[config.mk]
export PLATFORM = sky130hd
export DESIGN_NAME = fft_sync_fifo
export DESIGN_NICKNAME = d
export VERILOG_FILES = /design/src/rtl/fft_fifo_pkg.sv /design/src/rtl/fft_fifo_mem.sv /design/src/rtl/fft_sync_fifo.sv
export SDC_FILE = /design/constraint.sdc
export NUM_CORES = 1
export LEC_CHECK = 0
export ABC_AREA = 0
export BUFFER_PORTS_ARGS = -buffer_cell sky130_fd_sc_hd__buf_2
export CAP_MARGIN = 20
export CORE_MARGIN = 5
export CORE_UTILIZATION = 53
export CTS_CLUSTER_DIAMETER = 80
export CTS_CLUSTER_SIZE = 10
export DETAILED_ROUTE_END_ITERATION = 8
export PLACE_DENSITY = 0.75
export SETUP_SLACK_MARGIN = 0.1
export SLEW_MARGIN = 30
export SYNTH_ARGS = -nofsm -noshare
export SYNTH_HDL_FRONTEND = slang
export SYNTH_SLANG_ARGS = --single-unit
[constraint.sdc]
create_clock -name clk -period 2.9 [get_ports clk]
set_clock_uncertainty 0.15 [all_clocks]
set_input_delay 0.87 -clock clk [delete_from_list [all_inputs] [get_ports clk]]
set_output_delay 0.87 -clock clk [all_outputs]
set_load 0.01 [all_outputs]
[src/rtl/fft_fifo_pkg.sv]
// Shared constants for the FFT stage-buffer FIFO: default geometry,
// read-latency encodings and the occupancy-counter width helper.
package fft_fifo_pkg;

   localparam int DEF_WIDTH    = 14;
   localparam int DEF_ADDR_W   = 3;
   localparam int DEF_AFULL_TH = 6;

   localparam int RD_COMB = 0;
   localparam int RD_REG  = 1;

   // Occupancy runs 0..DEPTH inclusive, so one bit more than the address.
   function automatic int cnt_width(input int addr_w);
      return addr_w + 1;
   endfunction

endpackage

[src/rtl/fft_fifo_mem.sv]
// Simple dual-port storage for the FFT FIFO: one synchronous write port and
// one asynchronous read port. Contents are intentionally not reset.
module fft_fifo_mem
   import fft_fifo_pkg::*;
#(
   parameter int WIDTH  = DEF_WIDTH,
   parameter int ADDR_W = DEF_ADDR_W
) (
   input  logic              clk,
   input  logic              we,
   input  logic [ADDR_W-1:0] waddr,
   input  logic [WIDTH-1:0]  wdata,
   input  logic [ADDR_W-1:0] raddr,
   output logic [WIDTH-1:0]  rdata
);

   localparam int DEPTH = 1 << ADDR_W;

   logic [WIDTH-1:0] mem_array [0:DEPTH-1];

   always_ff @(posedge clk) begin
      if (we) begin
         mem_array[waddr] <= wdata;
      end
   end

   assign rdata = mem_array[raddr];

endmodule

[src/rtl/fft_sync_fifo.sv]
// Parametrised synchronous FIFO between FFT butterfly stages, one per lane.
// Optional sticky overflow/underflow flags are built when FFT_FIFO_ERR_FLAGS_EN is defined.
module fft_sync_fifo
   import fft_fifo_pkg::*;
#(
   parameter int WIDTH    = DEF_WIDTH,
   parameter int ADDR_W   = DEF_ADDR_W,
   parameter int READ_LAT = RD_COMB,
   parameter int AFULL_TH = DEF_AFULL_TH
) (
   input  logic              clk,
   input  logic              rst_n,
   input  logic              w_en,
   input  logic [WIDTH-1:0]  data_in,
   input  logic              r_en,
   output logic [WIDTH-1:0]  data_out,
   output logic              rd_valid,
   output logic              full,
   output logic              empty,
   output logic              almost_full,
   output logic [ADDR_W:0]   count
`ifdef FFT_FIFO_ERR_FLAGS_EN
   ,
   input  logic              err_clr,
   output logic              overflow,
   output logic              underflow
`endif
);

   localparam int CNT_W = cnt_width(ADDR_W);
   localparam logic [CNT_W-1:0] DEPTH_C = {1'b1, {ADDR_W{1'b0}}};
   localparam logic [CNT_W-1:0] AFULL_C = CNT_W'(AFULL_TH);

   logic [ADDR_W-1:0] wr_ptr_reg, wr_ptr_next;
   logic [ADDR_W-1:0] rd_ptr_reg, rd_ptr_next;
   logic [CNT_W-1:0]  count_reg, count_next;
   logic              wr_acc, rd_acc;
   logic [WIDTH-1:0]  rd_data;

   // Flags come straight from the count register, so they lag the access by a cycle.
   assign full        = (count_reg == DEPTH_C);
   assign empty       = (count_reg == '0);
   assign almost_full = (count_reg >= AFULL_C);
   assign count       = count_reg;

   // A write at full only goes through when a read frees the oldest slot.
   assign wr_acc = w_en & (~full | r_en);
   assign rd_acc = r_en & ~empty;

   always_comb begin
      wr_ptr_next = wr_ptr_reg;
      rd_ptr_next = rd_ptr_reg;
      count_next  = count_reg;
      if (wr_acc) begin
         wr_ptr_next = wr_ptr_reg + ADDR_W'(1);
      end
      if (rd_acc) begin
         rd_ptr_next = rd_ptr_reg + ADDR_W'(1);
      end
      case ({wr_acc, rd_acc})
         2'b10:   count_next = count_reg + CNT_W'(1);
         2'b01:   count_next = count_reg - CNT_W'(1);
         default: count_next = count_reg;
      endcase
   end

   always_ff @(posedge clk) begin
      if (!rst_n) begin
         wr_ptr_reg <= '0;
         rd_ptr_reg <= '0;
         count_reg  <= '0;
      end else begin
         wr_ptr_reg <= wr_ptr_next;
         rd_ptr_reg <= rd_ptr_next;
         count_reg  <= count_next;
      end
   end

   fft_fifo_mem #(
      .WIDTH  (WIDTH),
      .ADDR_W (ADDR_W)
   ) u_mem (
      .clk   (clk),
      .we    (wr_acc),
      .waddr (wr_ptr_reg),
      .wdata (data_in),
      .raddr (rd_ptr_reg),
      .rdata (rd_data)
   );

   generate
      if (READ_LAT == RD_COMB) begin : g_rd_comb
         assign data_out = rd_acc ? rd_data : '0;
         assign rd_valid = rd_acc;
      end else begin : g_rd_reg
         logic [WIDTH-1:0] data_out_reg;
         logic             rd_valid_reg;

         // Reset drops any read captured in the same cycle.
         always_ff @(posedge clk) begin
            if (!rst_n) begin
               data_out_reg <= '0;
               rd_valid_reg <= 1'b0;
            end else begin
               data_out_reg <= rd_acc ? rd_data : '0;
               rd_valid_reg <= rd_acc;
            end
         end

         assign data_out = data_out_reg;
         assign rd_valid = rd_valid_reg;
      end
   endgenerate

`ifdef FFT_FIFO_ERR_FLAGS_EN
   logic overflow_reg, underflow_reg;
   logic overflow_set, underflow_set;

   assign overflow_set  = w_en & full & ~r_en;
   assign underflow_set = r_en & empty;

   // A new error in the same cycle as err_clr keeps the flag set.
   always_ff @(posedge clk) begin
      if (!rst_n) begin
         overflow_reg  <= 1'b0;
         underflow_reg <= 1'b0;
      end else begin
         if (overflow_set) begin
            overflow_reg <= 1'b1;
         end else if (err_clr) begin
            overflow_reg <= 1'b0;
         end
         if (underflow_set) begin
            underflow_reg <= 1'b1;
         end else if (err_clr) begin
            underflow_reg <= 1'b0;
         end
      end
   end

   assign overflow  = overflow_reg;
   assign underflow = underflow_reg;
`endif

endmodule

==> impl_metrics.py, run 1 <==
metrics = {
    "yosys": {
        "yosys-top-cells-area": "edfxtp_1 (68%), mux4_2 (13%), dfxtp_1 (5.3%)",
        "synth_enable_flop_cells": 112,
        "synthesis.nets": 277,
        "synth-seq-cells": 125,
        "synth.top_cell.area_share_pct": 68.2,
        "yosysWarnings": 0,
        "ys_seq_area_share_pct": 73.4,
        "yosysUniqueCellTypes": 33,
        "syn_avg_cell_area_um2": 19.4,
        "syn_area_um2": 4930,
        "async_reset_ff_share_pct": 0,
        "synthesis.instances": 254,
        "yosysTopAreaCell": "edfxtp_1",
        "yosys_most_used_dff": "edfxtp_1",
    },
    "power": {
        "p_per_area_nw_per_um2": 902,
        "power_leakage_nw": 2.15,
        "totalPowerFinal_w": 0.00555,
        "ir_drop_v": 0.000446,
    },
    "route": {
        "remaining_drc_errors": 0,
        "routed_wl_mm": 9.83,
        "ant_nets": 0,
        "via_count": 2562,
        "drt-wirelength-per-cell_um": 22.0,
        "drt-pass1-iter-count": 4,
        "vias_per_cell": 5.73,
        "drtIter0Drc": 187,
    },
    "cts": {
        "cts_root_buf": "clkbuf_8",
        "clkLatencyLatePin_ns": 0.51,
        "cts-buffers-inserted": 17,
        "path_clk_slew_ns": 0.06,
        "cts-htree-levels": 4,
        "cts_tree": "done",
        "cts_buffer_depth": 2,
        "clock-sinks": 125,
    },
    "outcome": {
        "violations": "setup timing",
        "status": "complete, but fails checks",
    },
    "setup_path": {
        "critPathTopFamily": "multiplexers",
        "crit_required_ns": 1.88,
        "crit_fanout": 7,
        "crit_chain": "buf_12, clkbuf_16, mux4_2, mux2i_1, nor2_1, buf_2",
        "cp_slowest_stage_delay_ns": 0.50,
        "critPathSlowestCell": "mux4_2",
        "critPathCaptureType": "primary output",
        "arrival_ns": 2.03,
        "path_class": "reg -> out",
        "critPathLaunchType": "flop",
        "worstPathBufferInverterCount": 3,
    },
    "floorplanning": {
        "rows": 35,
        "dieArea_um2": 11300,
        "die_h_um": 106,
        "coreArea_um2": 9150,
        "initial_utilization_pct": 53.9,
        "die-width_um": 106,
        "ios": 40,
    },
    "placement": {
        "gp_routability_congestion": 0.702,
        "hpwl_mm": 5.45,
        "placed_cells": 410,
        "port_buffers": 39,
        "dpl_cell_area_um2": 5400,
        "dpl_worst_slack_ns": 0.110,
    },
    "finish": {
        "ff_latch_area_um2": 3630,
        "stdcell_count": 447,
        "n_fill_cell": 590,
        "final_nets": 346,
        "diodes": 0,
        "finish.utilization_pct": 67.2,
        "multi_input_area_um2": 1280,
        "fin_area_um2": 6150,
        "drive_gt1_share_pct": 39.0,
        "final_cell_mix": "edfxtp_1 (112), buf_2 (39), mux4_2 (28), nor2_1 (18), clkbuf_16 (17)",
        "final_common_cell": "edfxtp_1",
        "areaGrowthSynthToFinish_pct": 24.7,
        "largest_reg_flops": 112,
    },
    "timing": {
        "finalCriticalPeriod_ns": 3.05,
        "rsz0062_at_grt": "true",
        "clock.fmax_mhz": 328,
        "hold_viol_final": 0,
        "relSlewSlack_pct": 73.0,
        "slew_viol_final": 0,
        "layout_worst_path_cycle_share_pct": 105,
        "timing.final.ws_setup_ns": -0.153,
        "setup_viol": 14,
        "worst_slew_pin_slew_ns": 0.404,
    },
    "global_routing": {
        "grt_first_pass_wirelength_mm": 15.6,
        "grt_max_degree": 29,
        "antenna_found_initial": 0,
        "grt_usage_pct": 19.0,
        "grt_pass1_vias": 2720,
        "overflow": 0,
    },
    "flow_run": {
        "maxCapViolations": 0,
    },
    "worst_hold_path": {
        "hp-class": "reg -> reg",
    },
}
[synthesized netlist by cell type (2+ instances only)]
master,n
a21boi_0,2
and2_1,6
buf_2,2
clkbuf_1,5
clkbuf_2,2
dfxtp_1,13
edfxtp_1,112
ha_1,5
inv_1,2
mux2i_1,16
mux4_2,28
nand2_1,7
nand2b_1,6
nor2_1,18
nor3_1,4
o211ai_1,2
o21ai_0,3
xnor2_1,4
xor2_1,3
[power breakdown]
part	internal (W)	switching (W)	leakage [nW]	total (W)
Sequential	0.00207	0.0000810	1.12	0.00215
Clock	0.00142	0.000796	0.302	0.00221
Combinational	0.000646	0.000545	0.721	0.00119
Total	0.00413	0.00142	2.15	0.00555
[metrics by stage]
step	hold WS, ns	TNS, ns
floorplan	0.317	0
global placement	0.332	0
detailed placement	0.371	0
CTS	0.377	-2.38
global route	0.406	-2.98
finish	0.367	-1.72
[cell type report]
class,count,share of cell area (%)
timing repair buffer,62,7.73
sequential,125,58.9
multi-input combinational,115,20.8
clock inverter,14,3.36
tap,111,2.26
inverter,2,0.122
clock buffer,18,6.79
[repair_timing]
| action | 4_1_cts | 5_1_grt |
|---|---|---|
| endpoints found under the setup margin | 15 | 16 |
| gates cloned | 2 | 1 |
| buffers inserted | 2 | 0 |
| resized for setup | 3 | 1 |
| pin swaps | 1 | 5 |
| hold buffers | 0 | 0 |
[metal layers]
layer / wire (µm) / share of wire, % / up-vias / GRT usage (%)
met5: 0 / 0 / - / 0
met4: 139 / 1.4 / 0 / 7.31
met3: 446 / 4.5 / 12 / 4.19
met2: 5090 / 52 / 73 / 30.6
met1: 4150 / 42 / 1320 / 25.4
li1: - / - / 1157 / -
[worst register-to-register path: stages (launching register included)]
cell,delay [ns]
dfxtp_1,0.38
or4b_4,0.61
o21ai_4,0.15
ha_2,0.25
xor2_1,0.17
ha_1,0.17
a21oi_1,0.05
xor2_1,0.16
or3_1,0.31
a21boi_0,0.16
[cells by family after synthesis]
group	Yosys count	share of synthesized area, %
compound gates	11	1.65
xor+xnor	7	1.24
fa+ha+maj	5	1.27
buf+inv	14	1.39
flops	125	73.4
mux	44	16.0
simple gates	48	5.00
[final timing paths]
check | startpoint | end | slack, ns | depth (start not counted)
worst max-delay path | flop | data_out[7] | -0.15 | 6
worst min-delay path | count[3] | count[3] | 0.37 | 2
worst max register to register | count[0] | count[2] | 0.27 | 9
worst min register to register | count[3] | count[3] | 0.37 | 2
Power figures use the tool's default switching activity.
==> run 2: changes to the inputs <==
--- a/config.mk
+++ b/config.mk
@@ -8,12 +8,14 @@
 export ABC_AREA = 0
 export BUFFER_PORTS_ARGS = -buffer_cell sky130_fd_sc_hd__buf_2
 export CAP_MARGIN = 20
+export CELL_PAD_IN_SITES_DETAIL_PLACEMENT = 1
+export CELL_PAD_IN_SITES_GLOBAL_PLACEMENT = 1
 export CORE_MARGIN = 5
-export CORE_UTILIZATION = 53
+export CORE_UTILIZATION = 46
 export CTS_CLUSTER_DIAMETER = 80
 export CTS_CLUSTER_SIZE = 10
 export DETAILED_ROUTE_END_ITERATION = 8
-export PLACE_DENSITY = 0.75
+export PLACE_DENSITY_LB_ADDON = 0.1
 export SETUP_SLACK_MARGIN = 0.1
 export SLEW_MARGIN = 30
 export SYNTH_ARGS = -nofsm -noshare
==> run 2 against run 1 <==
Against the previous run:
- the flow still finishes with violations (setup timing)
- core utilization is 8.1 points lower
- maximum frequency is 0.77% higher
- total power is 2.6% lower
- non-clock buffer count is 7 higher
- sequential power hardly changed
- critical path type unchanged
- critical endpoint is now data_out[2]
- largest cell class unchanged
- highest routed layer is now met5
==> impl_metrics.py, run 2 (same netlist as run 1, synthesis figures left out) <==
metrics = {
    "cts": {
        "clkLatencyLatePin_ns": 0.51,
        "cts-htree-levels": 4,
        "cts_tree": "done",
        "cts-buffers-inserted": 17,
        "cts_root_buf": "clkbuf_8",
        "clock-sinks": 125,
        "path_clk_slew_ns": 0.06,
        "cts_buffer_depth": 2,
    },
    "route": {
        "drt-wirelength-per-cell_um": 22.0,
        "via_count": 2598,
        "vias_per_cell": 5.42,
        "drtIter0Drc": 143,
        "routed_wl_mm": 10.5,
        "ant_nets": 0,
        "drt-pass1-iter-count": 4,
        "remaining_drc_errors": 0,
    },
    "timing": {
        "slew_viol_final": 0,
        "hold-worst-slack_ns": 0.357,
        "rsz0062_at_grt": "true",
        "timing.final.ws_setup_ns": -0.130,
        "hold_viol_final": 0,
        "finalCriticalPeriod_ns": 3.03,
        "relSlewSlack_pct": 74.2,
        "layout_worst_path_cycle_share_pct": 104,
        "clock.fmax_mhz": 330,
        "worst_slew_pin_slew_ns": 0.386,
        "setup_viol": 14,
    },
    "finish": {
        "final_nets": 353,
        "final_cell_mix": "edfxtp_1 (112), buf_2 (39), mux4_2 (28), buf_4 (26)",
        "diodes": 0,
        "areaGrowthSynthToFinish_pct": 24.9,
        "stdcell_count": 479,
        "drive_gt1_share_pct": 40.5,
        "largest_reg_flops": 112,
        "final_common_cell": "edfxtp_1",
    },
    "floorplanning": {
        "ios": 40,
        "rows": 37,
        "initial_utilization_pct": 47.4,
        "coreArea_um2": 10400,
        "dieArea_um2": 12900,
        "die_h_um": 114,
        "die-width_um": 114,
    },
    "setup_path": {
        "arrival_ns": 2.01,
        "cp_slowest_stage_delay_ns": 0.49,
        "path_depth": 6,
        "crit_fanout": 7,
        "worstPathBufferInverterCount": 3,
        "path_class": "reg -> out",
        "critPathLaunchType": "flop",
        "ff2ff_path_depth": 10,
        "crit_chain": "buf_12, buf_4, mux4_2, mux2i_1, nor2_1, buf_2",
        "critPathTopFamily": "multiplexers",
        "crit_required_ns": 1.88,
        "critPathSlowestCell": "mux4_2",
        "critPathCaptureType": "primary output",
    },
    "placement": {
        "placed_cells": 440,
        "gp_routability_congestion": 0.748,
        "port_buffers": 39,
        "hpwl_mm": 6.20,
    },
    "worst_hold_path": {
        "hp-class": "reg -> reg",
        "hold_path_depth": 2,
    },
    "outcome": {
        "violations": "setup timing",
        "status": "complete, but fails checks",
    },
    "global_routing": {
        "grt_first_pass_wirelength_mm": 16.9,
        "overflow": 0,
        "antenna_found_initial": 1,
        "grt_max_degree": 19,
        "grt_pass1_vias": 2937,
        "grt_usage_pct": 18.0,
    },
    "power": {
        "p_per_area_nw_per_um2": 877,
        "ir_drop_v": 0.000407,
        "power_leakage_nw": 2.17,
    },
    "flow_run": {
        "maxCapViolations": 0,
    },
}
==> run 2: cell types whose count changed in the layout (fill, tap and decap cells not counted), sizes merged <==
cell      delta
buf          +8
bufinv       -3
clkinvlp     -1
inv          -6
clkbuf       +9
==> run 2: layout make-up <==
type | instances | area [µm²]
inverter | 2 | 7.51
timing repair buffer | 69 | 462
tap | 136 | 170
clock inverter | 4 | 45.0
multi-input combinational | 115 | 1300
clock buffer | 28 | 548
fill | 943 | 4250
sequential | 125 | 3630
==> run 2: where the power goes <==
part	internal [W]	switching [W]
Combinational	0.000651	0.000548
Clock	0.00135	0.000708
Sequential	0.00207	0.0000756
Total	0.00407	0.00133
==> run 2: per-layer routing <==
layer / track usage [%] / wire length [µm] / share of wire (%)
met5: 0 / 7 / 0.066
met4: 6.49 / 125 / 1.2
met3: 4.88 / 312 / 3.0
met2: 30.8 / 5580 / 53
met1: 22.1 / 4510 / 43
==> run 2: worst paths after layout <==
check / from / end / slack [ns]
setup / recovery: flop / data_out[2] / -0.13
hold / removal: count[3] / count[3] / 0.36
setup reg to reg: count[3] / count[2] / 0.35
hold reg to reg: count[3] / count[3] / 0.36
==> run 2: worst reg2reg max path, cell delays in order, from the launching register on <==
cell	delay [ns]
dfxtp_4	0.36
buf_4	0.11
or4b_4	0.50
o21ai_4	0.16
ha_1	0.21
xor2_1	0.17
ha_1	0.16
a21oi_1	0.05
xor2_1	0.15
or3_1	0.30
a21boi_0	0.16
==> run 2: timing repair <==
item                                    4_1_cts  5_1_grt
gates resized for setup                       2        7
hold buffers                                  0        0
pin swaps                                     2        3
endpoints found under the setup margin       15       16
buffers inserted                              2        5
==> run 2: per-stage QoR <==
stage	setup slack, ns	cell area, µm²	utilization (%)	power (W)	TNS (ns)
global route	-0.235	6160	59.2	0.00568	-2.97
detailed placement	0.155	5470	52.5	0.00328	0
finish	-0.130	6160	59.2	0.00541	-1.24
CTS	-0.161	6100	58.6	0.00541	-1.81
floorplan	0.182	4940	-	0.00287	0
global placement	0.176	5470	52.5	0.00325	0
==> run 3: changes to the inputs <==
--- a/config.mk
+++ b/config.mk
@@ -5,13 +5,13 @@
 export SDC_FILE = /design/constraint.sdc
 export NUM_CORES = 1
 export LEC_CHECK = 0
-export ABC_AREA = 0
+export ABC_AREA = 1
 export BUFFER_PORTS_ARGS = -buffer_cell sky130_fd_sc_hd__buf_2
 export CAP_MARGIN = 20
 export CELL_PAD_IN_SITES_DETAIL_PLACEMENT = 1
 export CELL_PAD_IN_SITES_GLOBAL_PLACEMENT = 1
 export CORE_MARGIN = 5
-export CORE_UTILIZATION = 46
+export CORE_UTILIZATION = 43
 export CTS_CLUSTER_DIAMETER = 80
 export CTS_CLUSTER_SIZE = 10
 export DETAILED_ROUTE_END_ITERATION = 8
==> run 3 against run 2 <==
Against the previous run:
- the run now ends clean
- sequential share of layout area is 0.80 points lower
- total power rose by 8.4%
- cell count increased by 35%
- area after synthesis up 3.0%
- critical path depth unchanged
- maximum frequency up 11%
- non-clock buffer count down 4
- global-route usage about the same
- flip-flop and latch count stayed put
- sequential power about the same
- count of clock-buffer cells in the layout decreased by 10
- hold slack got worse by 0.016 ns
==> impl_metrics.py, run 3 <==
metrics = {
    "finish": {
        "final_cell_mix": "edfxtp_1 (112), nor2_1 (111), o21ai_0 (46), buf_2 (39), nand2_1 (29)",
        "final_common_cell": "edfxtp_1",
        "largest_reg_flops": 112,
        "diodes": 0,
        "areaGrowthSynthToFinish_pct": 23.0,
        "stdcell_count": 647,
        "drive_gt1_share_pct": 21.8,
        "final_nets": 514,
    },
    "setup_path": {
        "path_common_cell": "nor2_1",
        "crit_fanout": 11,
        "critPathCaptureType": "primary output",
        "path_class": "reg -> out",
        "path_depth": 6,
        "ff2ff_path_depth": 13,
        "crit_chain": "buf_4, o21ai_0, o22ai_1, nor2_1, nor2_1, buf_2",
        "critPathTopFamily": "flip-flops",
        "critPathLaunchType": "flop",
        "arrival_ns": 1.71,
        "worstPathBufferInverterCount": 2,
        "crit_required_ns": 1.88,
        "cp_slowest_stage_delay_ns": 0.42,
        "critPathSlowestCell": "dfxtp_4",
    },
    "route": {
        "drtIter0Drc": 200,
        "routed_wl_mm": 12.7,
        "ant_nets": 0,
        "drt-wirelength-per-cell_um": 19.6,
        "drt-pass1-iter-count": 4,
        "maxUsedRoutingLayer": "met4",
        "via_count": 3468,
        "remaining_drc_errors": 0,
        "wl_met2_mm": 6.55,
        "vias_per_cell": 5.36,
        "wl_met1_mm": 5.50,
        "wl_met3_um": 466,
    },
    "floorplanning": {
        "die_h_um": 119,
        "die-width_um": 119,
        "initial_utilization_pct": 44.1,
        "coreArea_um2": 11500,
        "rows": 39,
        "ios": 40,
        "dieArea_um2": 14100,
    },
    "yosys": {
        "synth-seq-cells": 125,
        "synth.top_cell.area_share_pct": 66.2,
        "yosysUniqueCellTypes": 24,
        "async_reset_ff_share_pct": 0,
        "yosysTopAreaCell": "edfxtp_1",
        "synth_common_cells": "edfxtp_1 (112), nor2_1 (111), o21ai_0 (46), nand2_1 (30), o21ai_1 (19)",
        "syn_area_um2": 5080,
        "yosys_most_used_dff": "edfxtp_1",
        "ys_seq_area_share_pct": 71.3,
        "synth_enable_flop_cells": 112,
        "synthesis.instances": 429,
        "yosys-top-cells-area": "edfxtp_1 (66%), nor2_1 (8.2%), dfxtp_1 (5.1%)",
        "yosysWarnings": 0,
        "synth_most_common_cell": "edfxtp_1",
        "synthesis.nets": 452,
        "syn_avg_cell_area_um2": 11.8,
    },
    "cts": {
        "clkLatencyLatePin_ns": 0.41,
        "cts_root_buf": "clkbuf_16",
        "clock-sinks": 125,
        "cts-htree-levels": 4,
        "path_clk_slew_ns": 0.06,
        "cts_hold_buf": 0,
        "cts_tree": "done",
        "cts-buffers-inserted": 17,
        "cts_buffer_depth": 2,
    },
    "power": {
        "power_frac_seq_pct": 37.3,
        "totalPowerFinal_w": 0.00586,
        "p_per_area_nw_per_um2": 937,
        "internal_power_w": 0.00406,
        "power_leakage_nw": 2.33,
        "switching_share_pct": 30.7,
        "clockPowerShare_pct": 36.6,
        "p_comb_share_pct": 26.1,
        "ir_drop_v": 0.000444,
        "p_sw_w": 0.00180,
    },
    "flow_run": {
        "maxCapViolations": 0,
    },
    "placement": {
        "port_buffers": 39,
        "gp_routability_congestion": 0.790,
        "hpwl_mm": 7.53,
        "dpl_worst_slack_ns": 0.254,
        "placed_cells": 611,
    },
    "outcome": {
        "status": "complete, no violations",
    },
    "timing": {
        "setup_viol": 0,
        "hold-worst-slack_ns": 0.341,
        "slew_viol_final": 0,
        "layout_worst_path_cycle_share_pct": 94.2,
        "finalCriticalPeriod_ns": 2.73,
        "timing.final.ws_setup_ns": 0.169,
        "clock.fmax_mhz": 366,
        "hold_viol_final": 0,
        "relSlewSlack_pct": 74.7,
        "worst_slew_pin_slew_ns": 0.380,
        "setup_tns_ns": 0,
        "rsz0062_at_grt": "true",
    },
    "worst_hold_path": {
        "hp-class": "reg -> reg",
        "hold_path_depth": 1,
    },
    "global_routing": {
        "overflow": 0,
        "grt_usage_pct": 18.1,
        "grt_first_pass_wirelength_mm": 19.1,
        "antenna_found_initial": 0,
        "grt_max_degree": 33,
        "grt_pass1_vias": 3681,
    },
}
run 3: path summary, 6_finish.rpt:
path,from,end,slack (ns)
max,flop,data_out[9],0.17
min,rd_ptr_reg[0],rd_ptr_reg[0],0.34
max reg2reg,count[0],count[2],0.63
min reg2reg,rd_ptr_reg[0],rd_ptr_reg[0],0.34
run 3: stage by stage:
stage	utilization, %	area (µm²)
2_1_floorplan	-	5080
3_3_place_gp	47.8	5510
3_5_place_dp	47.8	5510
4_1_cts	53.2	6120
5_1_grt	54.3	6250
6_report	54.3	6250
run 3: repair_timing:
item | CTS | global route
pin swaps | 0 | 1
setup endpoints to repair | 14 | 14
setup buffers | 0 | 1
cloned | 0 | 3
gates resized for setup | 5 | 16
run 3: power groups by stage:
stage | Sequential [W] | Combinational (W) | Clock, W
floorplan | 0.00218 | 0.000926 | 0
global placement | 0.00220 | 0.00133 | 0
detailed placement | 0.00220 | 0.00139 | 0
CTS | 0.00217 | 0.00141 | 0.00218
global route | 0.00220 | 0.00170 | 0.00227
finish | 0.00218 | 0.00153 | 0.00214
run 3: layout make-up:
cell class,count,area [µm²]
multi-input cells,262,1240
clock buffers,18,439
clock inverters,14,168
repair buffers,65,504
well taps,143,179
fillers,1202,5260
inverters,20,81.3
flip-flops and latches,125,3640
run 3: cell families (layout without fill, tap and decap cells):
logic type,Yosys count,count (layout),synth area share (%)
flops,125,125,71.3
fa+ha+maj,5,5,1.23
xor+xnor,3,3,0.517
simple gates,151,151,11.5
compound gates,103,103,11.2
buf+inv,42,117,4.28
run 3: per-layer routing:
metal  up-vias  GRT usage (%)
li1       1651              -
met5         -              0
met1      1752           21.1
met4         0           7.24
met2        54           31.3
met3        11           5.35
run 3: worst register-to-register path, stage by stage (launching register included):
cell,delay [ns]
dfxtp_2,0.35
nor2_1,0.15
nand3_1,0.13
nand2_2,0.12
inv_4,0.06
clkbuf_16,0.17
ha_1,0.24
nor2_1,0.11
nor2_1,0.07
ha_1,0.17
a21oi_1,0.17
xnor2_1,0.10
o21ai_1,0.13
inv_1,0.05
